File: src/rtl/sseg_scan_rx.sv
// rtl/sseg_scan_rx.sv - scanned seven-segment receiver: decodes three digits into a 0-999 frame value.
// Define SSEG_RX_CHANGE_ONLY_EN to suppress valid when a frame repeats the held value/blank.
module sseg_scan_rx #(
  parameter int STABLE_CYC = 16
) (
  input  logic       clk,
  input  logic       rst,
  input  logic [6:0] SSeg,
  input  logic [3:0] an,
  output logic [9:0] value,
  output logic [3:0] bcd2,
  output logic [3:0] bcd1,
  output logic [3:0] bcd0,
  output logic [2:0] blank,
  output logic       valid,
  output logic       err
);

  localparam int CW = $clog2(STABLE_CYC);
  localparam logic [CW-1:0] CNT_MAX = CW'(STABLE_CYC - 1);
  localparam logic [CW-1:0] CNT_PRE = CW'(STABLE_CYC - 2);

  typedef enum logic [1:0] {S_COLLECT, S_CONV, S_OUT} state_t;

  state_t        state;
  logic [3:0]    an_q, an_p;
  logic [6:0]    seg_q, seg_p;
  logic [CW-1:0] cnt;
  logic [2:0]    mask;
  logic [3:0]    d2, d1, d0;
  logic [2:0]    db;
  logic [3:0]    w2, w1, w0;
  logic [2:0]    wb;
  logic [9:0]    acc;
  logic [1:0]    step;

  logic [1:0] slot;
  logic       an_ok;
  logic       same;
  logic       fire;
  logic [3:0] dig;
  logic       dblank;
  logic       legal;
  logic [2:0] cap_mask;
  logic [3:0] n2, n1, n0;
  logic [2:0] nb;
  logic [3:0] cur;

  // slot 3 is the sign position: counted for stability but never captured
  always_comb begin
    an_ok = 1'b1;
    slot  = 2'd3;
    case (an_q)
      4'b1110: slot = 2'd0;
      4'b0111: slot = 2'd1;
      4'b1011: slot = 2'd2;
      4'b1101: slot = 2'd3;
      default: an_ok = 1'b0;
    endcase
  end

  always_comb begin
    dig    = 4'd0;
    dblank = 1'b0;
    legal  = 1'b1;
    case (seg_q)
      7'h40: dig = 4'd0;
      7'h79: dig = 4'd1;
      7'h24: dig = 4'd2;
      7'h30: dig = 4'd3;
      7'h19: dig = 4'd4;
      7'h12: dig = 4'd5;
      7'h02: dig = 4'd6;
      7'h78: dig = 4'd7;
      7'h00: dig = 4'd8;
      7'h10: dig = 4'd9;
      7'h7F: dblank = 1'b1;
      default: legal = 1'b0;
    endcase
  end

  assign same = an_ok && ({an_q, seg_q} == {an_p, seg_p});
  assign fire = same && (cnt == CNT_PRE);

  // slot contents with the digit being captured this cycle merged in
  always_comb begin
    n2 = d2;
    n1 = d1;
    n0 = d0;
    nb = db;
    cap_mask = mask;
    case (slot)
      2'd0: begin n0 = dig; nb[0] = dblank; cap_mask[0] = 1'b1; end
      2'd1: begin n1 = dig; nb[1] = dblank; cap_mask[1] = 1'b1; end
      2'd2: begin n2 = dig; nb[2] = dblank; cap_mask[2] = 1'b1; end
      default: ;
    endcase
  end

  always_comb begin
    case (step)
      2'd0:    cur = w2;
      2'd1:    cur = w1;
      default: cur = w0;
    endcase
  end

  always_ff @(posedge clk) begin
    if (rst) begin
      state <= S_COLLECT;
      an_q  <= 4'hF;
      an_p  <= 4'hF;
      seg_q <= 7'h7F;
      seg_p <= 7'h7F;
      cnt   <= '0;
      mask  <= 3'b000;
      d2    <= 4'd0;
      d1    <= 4'd0;
      d0    <= 4'd0;
      db    <= 3'b000;
      w2    <= 4'd0;
      w1    <= 4'd0;
      w0    <= 4'd0;
      wb    <= 3'b000;
      acc   <= 10'd0;
      step  <= 2'd0;
      value <= 10'd0;
      bcd2  <= 4'd0;
      bcd1  <= 4'd0;
      bcd0  <= 4'd0;
      blank <= 3'b000;
      valid <= 1'b0;
      err   <= 1'b0;
    end else begin
      an_q  <= an;
      seg_q <= SSeg;
      an_p  <= an_q;
      seg_p <= seg_q;
      valid <= 1'b0;
      err   <= 1'b0;

      if (!same)
        cnt <= '0;
      else if (cnt != CNT_MAX)
        cnt <= cnt + 1'b1;

      case (state)
        S_COLLECT: begin
          if (fire && slot != 2'd3) begin
            if (!legal) begin
              err  <= 1'b1;
              mask <= 3'b000;
            end else begin
              d2 <= n2;
              d1 <= n1;
              d0 <= n0;
              db <= nb;
              if (cap_mask == 3'b111) begin
                state <= S_CONV;
                mask  <= 3'b000;
                w2    <= n2;
                w1    <= n1;
                w0    <= n0;
                wb    <= nb;
                acc   <= 10'd0;
                step  <= 2'd0;
              end else begin
                mask <= cap_mask;
              end
            end
          end
        end
        S_CONV: begin
          acc  <= (acc << 3) + (acc << 1) + {6'd0, cur};
          step <= step + 2'd1;
          if (step == 2'd2)
            state <= S_OUT;
        end
        S_OUT: begin
          value <= acc;
          bcd2  <= w2;
          bcd1  <= w1;
          bcd0  <= w0;
          blank <= wb;
`ifdef SSEG_RX_CHANGE_ONLY_EN
          valid <= (acc != value) || (wb != blank);
`else
          valid <= 1'b1;
`endif
          state <= S_COLLECT;
        end
        default: state <= S_COLLECT;
      endcase
    end
  end

endmodule

File: config.mk
export PLATFORM = sky130hd
export DESIGN_NAME = sseg_scan_rx
export DESIGN_NICKNAME = d
export VERILOG_FILES = /design/src/rtl/sseg_scan_rx.sv
export SDC_FILE = /design/constraint.sdc
export NUM_CORES = 1
export LEC_CHECK = 0
export ABC_AREA = 1
export CAP_MARGIN = 10
export CORE_UTILIZATION = 60
export CTS_BUF_LIST = sky130_fd_sc_hd__clkbuf_4 sky130_fd_sc_hd__clkbuf_8 sky130_fd_sc_hd__clkbuf_16
export CTS_CLUSTER_SIZE = 24
export DETAILED_ROUTE_END_ITERATION = 16
export DONT_BUFFER_PORTS = 1
export HOLD_SLACK_MARGIN = 0.1
export PLACE_DENSITY = 0.79
export SYNTH_ARGS = -nofsm -noshare
export SYNTH_HDL_FRONTEND = slang
export SYNTH_SLANG_ARGS = --single-unit
export TNS_END_PERCENT = 30
File: constraint.sdc
create_clock -name clk -period 6.3 [get_ports clk]
set_input_delay 1.26 -clock clk [delete_from_list [all_inputs] [get_ports clk]]
set_output_delay 1.26 -clock clk [all_outputs]
set_load 0.02 [all_outputs]
==> results of run 1 <==
==> state kept, by name, indices dropped and copies added (netlist names), 4 cells and up <==
name and count:
w2 4, w0 4, an_p 4, seg_p 7, d0 4, value 10, an_q 4, w1 4
bcd1 4, d2 4, d1 4, seg_q 7, bcd0 4, cnt 4, bcd2 4, acc 10
==> tightest hold or removal path: stages (launching register included) <==
cell	delay (ns)
dfxtp_1	0.31
inv_1	0.06
a21oi_1	0.06
==> layout by cell type (no fill, tap or decap), drive strengths merged, types with 4 or more instances in the layout <==
master,Yosys,routed
nand2,138,138
dfxtp,100,100
nor2,87,87
inv,66,70
o21ai,58,58
a21oi,49,49
nand3,31,31
ha,19,19
or2,16,16
nor3,12,12
clkbuf,13,9
xnor2,7,7
nand4,5,5
xor2,4,4
clkinv,3,4
==> metal layers <==
metal  global-route usage [%]  vias up  wire [um]
li1                         -     1981          -
met5                        0        -          0
met3                     6.14       22        365
met2                     41.0       65       4330
met4                     10.8        0        214
met1                     31.2     1734       4390
==> stage by stage <==
stage / total power [mW] / util [%] / cells / hold WS (ns)
finish: 1.08 / 65.9 / 720 / 0.457
global route: 1.12 / 65.9 / 720 / 0.485
CTS: 1.08 / 65.9 / 720 / 0.461
detailed placement: 0.704 / 63.4 / 704 / 0.448
global placement: 0.703 / 63.4 / 704 / 0.435
floorplan: 0.697 / - / 626 / 0.427
==> final timing paths <==
check	cells after the start	slack (ns)	to	from
max	16	3.44	acc[8]$_SDFFE_PP0P_	step[0]$_SDFFE_PP0P_
min	2	0.46	d2[1]$_SDFFE_PP0P_	d2[1]$_SDFFE_PP0P_
max reg2reg	16	3.44	acc[8]$_SDFFE_PP0P_	step[0]$_SDFFE_PP0P_
min reg2reg	2	0.46	d2[1]$_SDFFE_PP0P_	d2[1]$_SDFFE_PP0P_
==> cell families (layout without fill, tap and decap cells) <==
logic type | count (synthesis) | in the layout | share of synthesized area [%]
xor+xnor | 11 | 11 | 2.05
simple gates | 290 | 290 | 28.5
flops | 100 | 100 | 42.7
fa+ha+maj | 21 | 21 | 5.92
compound gates | 113 | 113 | 12.6
buf+inv | 91 | 86 | 8.27
==> cell type report <==
| class | instances | share of cell area [%] |
|---|---|---|
| flip-flops and latches | 100 | 41.0 |
| inverters | 69 | 5.36 |
| clock buffers | 9 | 2.54 |
| repair buffers | 1 | 0.154 |
| multi-input cells | 435 | 47.2 |
| clock inverters | 7 | 1.13 |
| well taps | 99 | 2.54 |
==> power groups by stage <==
| stage | Sequential [mW] | Combinational, mW | Clock (mW) |
|---|---|---|---|
| finish | 0.645 | 0.0453 | 0.386 |
| global route | 0.646 | 0.0526 | 0.419 |
| CTS | 0.645 | 0.0454 | 0.391 |
| detailed placement | 0.659 | 0.0451 | 0 |
| global placement | 0.659 | 0.0440 | 0 |
| floorplan | 0.658 | 0.0393 | 0 |
==> impl_metrics.tcl, run 1 <==
set metrics [dict create \
    root_buffer "clkbuf_8" \
    rows 31 \
    p_sw_mw 0.274 \
    max_cap_viol_count 0 \
    period_needed_ns 2.86 \
    start_util_pct 63.3 \
    antenna_found_initial 0 \
    ys.warnings.count 0 \
    cp-end-kind "flop" \
    cp-start-kind "flop" \
    tightest_slew_ns 1.18 \
    ys_async_sr_fraction_pct 0 \
    track_usage_pct 25.0 \
    cts_buffer_depth 2 \
    grt_pass1_vias 3690 \
    routed_via_density 5.28 \
    clk_latency_ns 0.37 \
    io_buffers 0 \
    synth_cells 626 \
    ys_seq_area_share_pct 42.7 \
    setup_violations 0 \
    htreeDepth 3 \
    stdcell_area_sq_mm 0.00488 \
    max_stage_delay_ns 0.49 \
    worstPathArrival_ns 3.17 \
    syn_nets 660 \
    drt_iter0_drc 135 \
    finalNetCount 650 \
    leakage_nw 2.31 \
    critPathTopFamily "adder cells" \
    gp_congestion 0.901 \
    ff_latch_area_sq_mm 0.00200 \
    max_slew_margin_pct 21.3 \
    period_share_pct 45.4 \
    ys_types 37 \
    area_delta_synth_final_pct 3.97 \
    synth_edf_count 0 \
    skew_ns 0.0113 \
    cts_made_buffers 9 \
    critPathRequiredTime_ns 6.61 \
    tns_ns 0 \
    slew_violations 0 \
    core_sq_mm 0.00741 \
    fmax_mhz 350 \
    grt_pass1_wl_um 16500 \
    synth_area_sq_mm 0.00469 \
    worstSetupPathType "reg2reg" \
    postCtsSetupBuffers 0 \
    cpMostUsedCell "nand2_1" \
    clockPowerShare_pct 35.9 \
    hold_class "reg2reg" \
    synthTopCellsByArea "dfxtp_1, nand2_1, nor2_1" \
    routed_wl_um 9300 \
    worst_slack_ns 3.44 \
    clock-sinks 100 \
    peakVddDrop_mv 0.133 \
    status "complete, no violations" \
    antenna_cells 0 \
    cp_slowest_cell "fa_1" \
    multi_input_area_sq_mm 0.00230 \
    worstPathCellList "inv_1, ha_1, nor2_1, a21oi_1, fa_1, inv_1, fa_1, nand3_1, nand2_1, nand2_1, nand2_1, a21oi_1, nor2_1, nor2_1, nand2_1, a21oi_1" \
    power_density_mw_per_mm2 220 \
    die_area_sq_mm 0.00818 \
    die_w_um 90.4 \
    p_int_mw 0.801 \
    first_pass_iters 4 \
    cts_tree "done" \
    cp_max_fo 4 \
    critical_path_buf_inv_count 2 \
    grt_setup_unrepaired "false" \
    wl_per_cell_um 12.9 \
    dpl_worst_slack_ns 3.46 \
    vias 3802 \
    synthFlopType "dfxtp_1" \
    grt_overflow 0 \
    io_pins 40 \
    yosysTopAreaCell "dfxtp_1" \
    hold_viol 0 \
    synth_top_area_share_pct 42.7 \
    ant_nets 0 \
    path_clk_slew_ns 0.10 \
    syn_avg_cell_area_sq_um 7.50 \
    synth.most_common_cell "nand2_1" \
    drcViolationCount 0 \
    pwr-share-seq_pct 59.9 \
    grt_max_degree 79 \
    comb_power_share_pct 4.2 \
    place_area_sq_mm 0.00470 \
    ctsResizeCount 0 \
    cts_hold_buffers 0 \
    sw_frac_of_total_pct 25.5 \
    drive_gt1_share_pct 11.1 \
    filler_cell_count 661 \
    ys_top_cells_by_count "nand2_1, dfxtp_1, nor2_1" \
    die_h_um 90.4 \
    ys_seq_elements 100 \
    hpwl_um 6490 \
]
No activity file was read; power rests on OpenSTA's default activity.
==> run 2, diff against run 1 <==
--- a/config.mk
+++ b/config.mk
@@ -7,13 +7,13 @@
 export LEC_CHECK = 0
 export ABC_AREA = 1
 export CAP_MARGIN = 10
-export CORE_UTILIZATION = 60
+export CORE_UTILIZATION = 57
 export CTS_BUF_LIST = sky130_fd_sc_hd__clkbuf_4 sky130_fd_sc_hd__clkbuf_8 sky130_fd_sc_hd__clkbuf_16
 export CTS_CLUSTER_SIZE = 24
 export DETAILED_ROUTE_END_ITERATION = 16
 export DONT_BUFFER_PORTS = 1
 export HOLD_SLACK_MARGIN = 0.1
-export PLACE_DENSITY = 0.79
+export PLACE_DENSITY = 0.78
 export SYNTH_ARGS = -nofsm -noshare
 export SYNTH_HDL_FRONTEND = slang
 export SYNTH_SLANG_ARGS = --single-unit
==> constraint.sdc (replaced) <==
create_clock -name clk -period 2.45 [get_ports clk]
set_input_delay 0.49 -clock clk [delete_from_list [all_inputs] [get_ports clk]]
set_output_delay 0.49 -clock clk [all_outputs]
set_load 0.02 [all_outputs]
==> impl_metrics.tcl, run 2 (synthesis gave the netlist of run 1 again) <==
set metrics [dict create \
    grt_pass1_vias 3723 \
    dpl_worst_slack_ns -0.145 \
    drive_gt1_share_pct 16.1 \
    fmax_mhz 403 \
    setup_violations 2 \
    track_usage_pct 24.2 \
    routed_via_density 5.31 \
    io_buffers 0 \
    core_sq_mm 0.00785 \
    p_sw_mw 0.684 \
    die_w_um 92.7 \
    drcViolationCount 0 \
    sw_frac_of_total_pct 24.1 \
    peakVddDrop_mv 0.401 \
    max_slew_margin_pct 63.1 \
    cts_tree "done" \
    hold_class "in2reg" \
    finalNetCount 661 \
    wl_met2_um 4630 \
    cts_made_buffers 9 \
    htreeDepth 3 \
    final_common_cell "nand2_1" \
    final_cell_mix "nand2_1, dfxtp_1, nor2_1, inv_1, o21ai_0" \
    pwr-share-seq_pct 58.2 \
    comb_power_share_pct 4.2 \
    violations "setup timing" \
    cp-end-kind "flop" \
    antenna_cells 0 \
    die_area_sq_mm 0.00860 \
    vias 3898 \
    die_h_um 92.7 \
    path_clk_slew_ns 0.10 \
    slew_violations 0 \
    power_mw 2.84 \
    filler_cell_count 683 \
    antenna_found_initial 0 \
    worstPathArrival_ns 2.78 \
    clockPowerShare_pct 37.5 \
    gp_congestion 0.834 \
    worst_slack_ns -0.0342 \
    critPathRequiredTime_ns 2.75 \
    grt_overflow 0 \
    worstSetupPathType "reg2reg" \
    hold_viol 0 \
    fin_util_pct 65.0 \
    max_cap_viol_count 0 \
    grt_max_degree 62 \
    cp_max_fo 3 \
    rows 32 \
    grt_setup_unrepaired "true" \
    leakage_nw 2.38 \
    clock-sinks 100 \
    start_util_pct 59.8 \
    skew_ns 0.00918 \
    power_density_mw_per_mm2 557 \
    grt_pass1_wl_um 16700 \
    clk_latency_ns 0.36 \
    reg_top3 "acc x10, value x10" \
    status "finished with violations" \
    top_layer "met4" \
    p_int_mw 2.16 \
    cp-start-kind "flop" \
    route.met3.wl_um 466 \
    cts_buffer_depth 2 \
    tightest_slew_ns 0.552 \
    tns_ns -0.0356 \
    drt-met1-wl_um 4480 \
    hpwl_um 6720 \
    routed_wl_um 9750 \
    cts_hold_buffers 0 \
    area_delta_synth_final_pct 8.75 \
    period_needed_ns 2.48 \
    first_pass_iters 5 \
    period_share_pct 101 \
    io_pins 40 \
    wl_per_cell_um 13.3 \
    ant_nets 0 \
    root_buffer "clkbuf_8" \
    drt_iter0_drc 192 \
]
## run 2: changes by cell type in the layout (fill, tap and decap cells not counted), sizes merged
cell      delta
buf         +11
bufinv       +1
clkinv       +1
clkinvlp     -1
inv          -1
## run 2: layout make-up
type                       instances  area [sq um]  area share, %
clock buffer                       9           124           2.43
clock inverter                     7          73.8           1.45
inverter                          69           267           5.22
multi-input combinational        435          2400           47.1
sequential                       100          2010           39.3
tap                              102           128           2.50
timing repair buffer              12           103           2.01
## run 2: timing repair
item                       CTS  global route
pin swaps                    5             6
setup endpoints to repair    4             5
gates resized for setup     12             5
buffers inserted             1             0
## run 2: worst paths after layout
kind                         from  cells past startpoint                    to  slack (ns)
max          step[0]$_SDFFE_PP0P_                     17   acc[8]$_SDFFE_PP0P_       -0.03
min                           rst                      1   acc[6]$_SDFFE_PP0P_        0.18
max reg2reg  step[0]$_SDFFE_PP0P_                     17   acc[8]$_SDFFE_PP0P_       -0.03
min reg2reg  mask[1]$_SDFFE_PP0N_                      2  mask[1]$_SDFFE_PP0N_        0.47
## run 2: routing by layer
metal,GRT usage [%],vias up
met5,0,-
met4,8.59,0
met3,5.01,17
met2,40.2,104
met1,31.2,1776
li1,-,2001
## run 2: per-stage QoR
| step | cell area [sq um] | instances | hold slack [ns] |
|---|---|---|---|
| after floorplan | 4730 | 626 | 0.422 |
| after global placement | 4830 | 717 | 0.435 |
| after detailed placement | 4830 | 717 | 0.447 |
| after CTS | 5080 | 734 | 0.173 |
| after global routing | 5100 | 734 | 0.167 |
| final | 5100 | 734 | 0.184 |
## run 2: critical path, cell delays in order, from the launching register on
cell,delay (ns)
dfxtp_4,0.39
inv_4,0.04
ha_4,0.16
nor2_4,0.13
nand2_1,0.07
o221ai_1,0.07
ha_1,0.30
ha_4,0.19
fa_2,0.39
nand3_2,0.08
nand2_1,0.07
nand2_1,0.06
nand2_1,0.06
a21oi_2,0.13
nor2_1,0.05
nor2_1,0.08
nand2_1,0.05
a21oi_1,0.12
## run 2: power by group through the flow
stage / logic [mW] / clock network [mW] / registers [mW]
finish: 0.120 / 1.07 / 1.66
global route: 0.136 / 1.16 / 1.66
CTS: 0.119 / 1.08 / 1.66
global placement: 0.116 / 0 / 1.69
detailed placement: 0.119 / 0 / 1.70
floorplan: 0.101 / 0 / 1.69
